`config.mk`:
```
export PLATFORM = sky130hd
export DESIGN_NAME = alu_ctrl_sequencer
export DESIGN_NICKNAME = d
export VERILOG_FILES = /design/src/rtl/alu_ctrl_sequencer.sv
export SDC_FILE = /design/constraint.sdc
export NUM_CORES = 1
export LEC_CHECK = 0
export ABC_CLOCK_PERIOD_IN_PS = 4700
export CORE_MARGIN = 4
export CORE_UTILIZATION = 51
export DETAILED_ROUTE_END_ITERATION = 7
export PLACE_DENSITY = 0.84
export SYNTH_ARGS = -nofsm -noshare
export SYNTH_HDL_FRONTEND = slang
export SYNTH_SLANG_ARGS = --single-unit
```
`constraint.sdc`:
```
create_clock -name clk -period 4.7 [get_ports clk]
set_input_delay 0.94 -clock clk [delete_from_list [all_inputs] [get_ports clk]]
set_output_delay 0.94 -clock clk [all_outputs]
set_load 0.02 [all_outputs]
```
`src/rtl/alu_ctrl_sequencer.sv`:
```
// ALU control sequencer: decodes one op per request handshake and issues
// ALU control beats, splitting shifts into steps of at most MAX_STEP bits.
module alu_ctrl_sequencer #(
  parameter int DW       = 32,
  parameter int MAX_STEP = 8,
  parameter int FN_W     = 6,
  localparam int AW      = $clog2(DW)
) (
  input  logic            clk,
  input  logic            rst,
  input  logic            req_valid,
  output logic            req_ready,
  input  logic [2:0]      x_alu,
  input  logic [FN_W-1:0] fn,
  input  logic [AW-1:0]   shamt,
  output logic            ctrl_valid,
  input  logic            ctrl_ready,
  output logic [3:0]      ctrl,
  output logic [AW-1:0]   ctrl_amt,
  output logic            ctrl_last,
  output logic            ctrl_err
);

  localparam logic [AW-1:0] STEP = AW'(MAX_STEP);

  typedef enum logic {IDLE, BUSY} state_e;

  state_e        state_q, state_d;
  logic [3:0]    ctrl_q, ctrl_d;
  logic [AW-1:0] amt_q, amt_d;
  logic [AW-1:0] rem_q, rem_d;
  logic          last_q, last_d;
  logic          err_q, err_d;

  logic [3:0]    dec_code;
  logic          dec_err;
  logic          dec_shift;
  logic          accept;
  logic          consume;
  logic [AW-1:0] src_rem;

  always_comb begin
    dec_code  = 4'b0000;
    dec_err   = 1'b0;
    dec_shift = 1'b0;
    case (x_alu)
      3'b000: dec_code = 4'b0111;
      3'b010: dec_code = 4'b0001;
      3'b011: dec_code = 4'b0010;
      3'b001: begin
        case (fn)
          FN_W'(1):  dec_code = 4'b0001;
          FN_W'(2):  dec_code = 4'b0010;
          FN_W'(3):  dec_code = 4'b0011;
          FN_W'(4):  dec_code = 4'b0100;
          FN_W'(5):  begin
            dec_code  = 4'b1101;
            dec_shift = 1'b1;
          end
          FN_W'(6):  begin
            dec_code  = 4'b1110;
            dec_shift = 1'b1;
          end
          FN_W'(7):  dec_code = 4'b0101;
          FN_W'(8):  dec_code = 4'b0110;
          FN_W'(9):  dec_code = 4'b1111;
          FN_W'(10): dec_code = 4'b0111;
          FN_W'(11): dec_code = 4'b0000;
          default:   dec_err  = 1'b1;
        endcase
      end
      default: dec_err = 1'b1;
    endcase
  end

  always_ff @(posedge clk) begin
    if (rst) begin
      state_q <= IDLE;
      ctrl_q  <= 4'b0000;
      amt_q   <= '0;
      rem_q   <= '0;
      last_q  <= 1'b0;
      err_q   <= 1'b0;
    end else begin
      state_q <= state_d;
      ctrl_q  <= ctrl_d;
      amt_q   <= amt_d;
      rem_q   <= rem_d;
      last_q  <= last_d;
      err_q   <= err_d;
    end
  end

  always_comb begin
    state_d = state_q;
    unique case (state_q)
      IDLE: if (accept) state_d = BUSY;
      BUSY: if (consume && last_q && !accept) state_d = IDLE;
      default: state_d = IDLE;
    endcase
  end

  always_comb begin
    ctrl_valid = (state_q == BUSY);
    req_ready  = !rst &&
                 ((state_q == IDLE) ||
                  (ctrl_valid && last_q && ctrl_ready));
    accept     = req_valid && req_ready;
    consume    = ctrl_valid && ctrl_ready;
  end

  // rem_q counts the distance still owed, including the beat on display
  always_comb begin
    ctrl_d  = ctrl_q;
    err_d   = err_q;
    amt_d   = amt_q;
    last_d  = last_q;
    rem_d   = rem_q;
    src_rem = rem_q - amt_q;
    if (accept) begin
      src_rem = (dec_shift && !dec_err) ? shamt : '0;
      ctrl_d  = dec_code;
      err_d   = dec_err;
    end
    if (accept || (consume && !last_q)) begin
      rem_d  = src_rem;
      amt_d  = (src_rem > STEP) ? STEP : src_rem;
      last_d = (src_rem <= STEP);
    end else if (consume) begin
      rem_d  = src_rem;
    end
  end

  assign ctrl      = ctrl_q;
  assign ctrl_amt  = amt_q;
  assign ctrl_last = last_q;
  assign ctrl_err  = err_q;

endmodule

```
; ---- After elaboration in Yosys (flattened, before gate mapping)
; Cells that the tools add are included.
[totals]
reg_bits = 17
output_inout_bits = 13
elab_cells = 58
[op_classes]
n_addsub = 1
n_lt_le_gt_ge = 2
eq_ne = 14
n_mux = 14
n_bitwise = 1
n_reduce_logical = 20
[op_table]
columns = operator, n
row1 = $pmux 4 s10, 1
row2 = $mux 5, 5
row3 = $eq 6x3->1 const B, 4
row4 = $eq 6x4->1 const B, 4
row5 = $pmux 4 s4, 1
row6 = $eq 6x2->1 const B, 2
row7 = $reduce_or 11->1, 1
row8 = $logic_and 1x1->1, 9
row9 = $eq 3x2->1 const B, 2
row10 = $eq 6x1->1 const B, 1
row11 = $gt 5x4->1 const B, 1
row12 = $le 5x4->1 const B, 1
row13 = $mux 1, 5
row14 = $sub 5x5->5, 1
row15 = $logic_not 1->1, 4
row16 = $pmux 1 s2, 2
row17 = $eq 3x1->1 const B, 1
row18 = $logic_not 3->1, 1
row19 = $reduce_or 3->1, 1
row20 = $logic_or 1x1->1, 2
row21 = $reduce_bool 2->1, 1
row22 = $reduce_or 2->1, 1
row23 = $not 1->1, 1

; ---- Longest topological paths before layout
[logic_depth]
word_depth = 10
ltp_mapped = 8
depth_no_buf = 8

; ---- Worst setup path after synthesis
; Ideal clock, no wire load.
[synth_path]
path_kind = input port to output port
start = in rst
end = out req_ready
arrival_time_ns = 1.378
path_slack_ns = 2.382
cell_stages = 2
path_buffers = 1
path_cell_list = clkbuf_8 -> nor2_1
[synth_between]
elab_chain_cells = 2
[synth_lines]
columns = element, line
row1 = start: declaration, 10  ; input logic rst,
row2 = $logic_not 1->1, 105  ; req_ready = !rst &&
row3 = $logic_and 1x1->1, 105
row4 = end: declaration, 12  ; output logic req_ready,
; Every way passes these cells.

; ---- Worst setup path in the final report
; Ends and elaborated chain as after synthesis.

==> impl_results.md <==
* Worst-skew pair later-pin latency at about 280 ps
* Final instance area at 1420 sq um
* Worst Hold Class: reg -> reg
* Cell accounting for the most synthesized area: sky130_fd_sc_hd__dfxtp_1
* Distinct cells, synth at 46
* Yosys reg bits at 17
* Drt initial violations at 30
* Post-CTS Setup Bufs at 0
* Initial antenna violation count at 0
* Worst relative slew slack at approximately 44%
* Post-layout util at around 70%
* Setup CP Type: in -> out
* Count of hold-fix buffers inserted at cts at 0
* Fin. max-slew vios at 0
* Clock transition at path regs at ~90 ps
* Horiz. Die Dim at between 50 and 60 um
* Proportion of netlist area held by the largest area contributor at a little under a third
* Remaining routing DRC violations at 0
* Run status: finished, final reports clean
* Cell-by-cell trace of the critical path: clkdlybuf4s50_1 -> nor2_1 -> clkdlybuf4s50_1
* Total routing resource utilization after global routing at approximately a fifth
* Mean post-synth cell area at about 8.6 sq um
* Post-Route Setup TNS at 0 ps
* RSZ-0062 raised after global routing: no
* Standard cell area after detailed placement at between 1000 and 1500 sq um
* Proportion of register bits with asynchronous set or reset after synthesis at 0%
* Post-synth net total at between 150 and 200
* DRT Wirelength at roughly 2600 um
* Critical path required time at roughly 3800 ps
* Number of buffers inserted during clock tree synthesis at 3
* Type of element launching the critical path: input port
* Kind of end point of the critical path: output port
* Lkg Pwr at 0.541 nW
* Leading post-synthesis cells by cell area: sky130_fd_sc_hd__dfxtp_1, sky130_fd_sc_hd__nor2_1, sky130_fd_sc_hd__ha_1
* Length of the first detailed-routing pass in iterations at 4
* Maximum buffer depth of the clock tree at 2
* Slew at the pin closest to its max-slew limit at ~840 ps
* Maximum number of pins on one net before global-route repair at 15
* GPL Wtd Cong at 0.850
* Root Buffer Master: sky130_fd_sc_hd__clkbuf_4
* Number of diodes added for antenna fixing at 0
* GRT overflow at 0
* Sequential-to-total area share from yosys stat at between 30 and 40%
* Number of rows created at floorplan at 16
* Ys Warns at 0
* Number of global-route vias before repair at 995
* IO buf count at 30
* Share of final-layout standard cells stronger than drive strength 1 at between 10% and 20%
* TritonCTS clock tree: yes
* Cell area after synthesis at between 1000 and 1500 sq um
* Synth-to-Final Area Change at 28.0%
* Critical Path Most Common Cell: sky130_fd_sc_hd__clkdlybuf4s50_1
* Number of flops mapped to enable cells by yosys at 0
* Antenna Nets Post-Route at 0
* Fillers at approximately 170
* Timing-limited maximum frequency at around 300 MHz
* Count of vias placed by the detailed router at 1031
* Number of instances in the synthesized netlist at 129
* Largest driver fanout on the critical path at 14
* Count of endpoints failing setup in the final report at 0
* Arrival time of data at the critical path endpoint at 2410 ps
* Maximum capacitance violations at 0
* IO Pins at 31
* Starting density of the core at 54.8%
* Primary flip-flop cell chosen by synthesis mapping: sky130_fd_sc_hd__dfxtp_1
* Die area at 2980 sq um
* Hold Fails Final Rpt at 0
* Biggest cell delay along the critical path at 650 ps
* Global-route wire length before repair at about 4400 um
* # H-tree levels at 1
* CTS-repair resized insts at 0
* Tcrit/Tclk final at 71.2%
* Final #Nets at roughly 180
* Ratio of routed vias to standard cells at roughly 5.6
* Slowest library cell on the worst path: sky130_fd_sc_hd__clkdlybuf4s50_1
* Worst clock skew at 1.91 ps
* Drt wl/cell at 14.0 um
* Placeable core region at 2020 sq um
* Final min period at around 3300 ps
* Total power density per cell area at 268 nW/um^2
* Number of clock sinks seen by CTS at 17
* DP HPWL at ~2100 um
* Die outline height at roughly 55 um
* Worst IR drop on VDD at ~0.00022 V
==> cells in the mapped netlist (all sizes together) (2+ instances only) <==
master,number
a21oi,6
xor2,2
nand2,12
nor3,3
ha,4
nand3,6
nor2,14
dfxtp,17
buf,3
nor2b,5
clkbuf,3
a21o,2
o41ai,5
a31oi,3
o211a,2
o21ai,4
o22ai,2
inv,8
nand2b,3
a211oi,4
xnor2,3
==> metal layers <==
layer | vias up | track usage (%) | part of all wire [%]
li1 | 532 | - | -
met1 | 470 | 26.3 | 47
met2 | 27 | 34.1 | 49
met3 | 2 | 1.91 | 3.6
met4 | 0 | 4.98 | 0.35
met5 | - | 0 | 0
==> final cells by class <==
type	instances	area (sq um)	share of cell area [%]
clock buffer	3	22.5	1.59
sequential	17	340	24.0
inverter	8	30.0	2.12
tap	27	33.8	2.38
clock inverter	1	5.00	0.353
multi-input combinational	98	679	47.9
timing repair buffer	31	308	21.7
==> cells by family (layout without fill, tap and decap cells) <==
| logic type | Yosys count | after routing | synth area share [%] |
|---|---|---|---|
| AOI/OAI and AO/OA | 40 | 40 | 28.2 |
| DFF | 17 | 17 | 30.7 |
| buffers and inverters | 14 | 43 | 8.01 |
| xor gates and xnor gates | 5 | 5 | 3.95 |
| adders and majority gates | 5 | 5 | 6.32 |
| and+or+nand+nor | 48 | 48 | 22.8 |
==> where the power goes <==
group / leakage [nW] / internal (mW) / total [mW] / switching (mW)
Combinational: 0.384 / 0.0674 / 0.141 / 0.0737
Sequential: 0.139 / 0.155 / 0.164 / 0.00904
Clock: 0.0177 / 0.0316 / 0.0746 / 0.0430
==> critical path: cells and delay by family <==
kind | cells | cell delay, ps
buffers and inverters | 2 | 1270
and+or+nand+nor | 1 | 200
==> stage by stage <==
stage	power [mW]	setup slack [ps]	std cells	hold WS, ps
after global placement	0.302	1370	181	458
after CTS	0.382	1340	185	477
final	0.380	1350	185	478
after floorplan	0.259	2380	129	476
after global routing	0.403	1270	185	522
after detailed placement	0.307	1350	181	464
==> state kept, by name, indices dropped and copies added (netlist names) <==
signal,cells
rem_q,5
ctrl,4
ctrl_amt,5
ctrl_valid,1
ctrl_err,1
ctrl_last,1
==> worst paths after layout <==
check / startpoint / endpoint / slack (ps) / cells past startpoint
worst max-delay path: rst / req_ready / 1350 / 3
worst min-delay path: ctrl[2] / ctrl[2] / 480 / 2
worst max register to register: rem_q[0] / ctrl_amt[2] / 2490 / 8
worst min register to register: ctrl[2] / ctrl[2] / 480 / 2
==> cells in the final DEF (no fill, tap or decap), drive strengths merged, types with 2 or more instances in the layout <==
cell | synthesis | routed
a211oi | 4 | 4
o41ai | 5 | 5
nand2b | 3 | 3
o211a | 2 | 2
nor3 | 3 | 3
clkdlybuf4s50 | 0 | 30
o22ai | 2 | 2
dfxtp | 17 | 17
o21ai | 4 | 4
nand2 | 12 | 12
inv | 8 | 8
xnor2 | 3 | 3
ha | 4 | 4
nand3 | 6 | 6
a21o | 2 | 2
clkbuf | 3 | 3
xor2 | 2 | 2
nor2 | 14 | 14
a31oi | 3 | 3
a21oi | 6 | 6
nor2b | 5 | 5
Note: power is estimated with default switching activity, not from simulation.
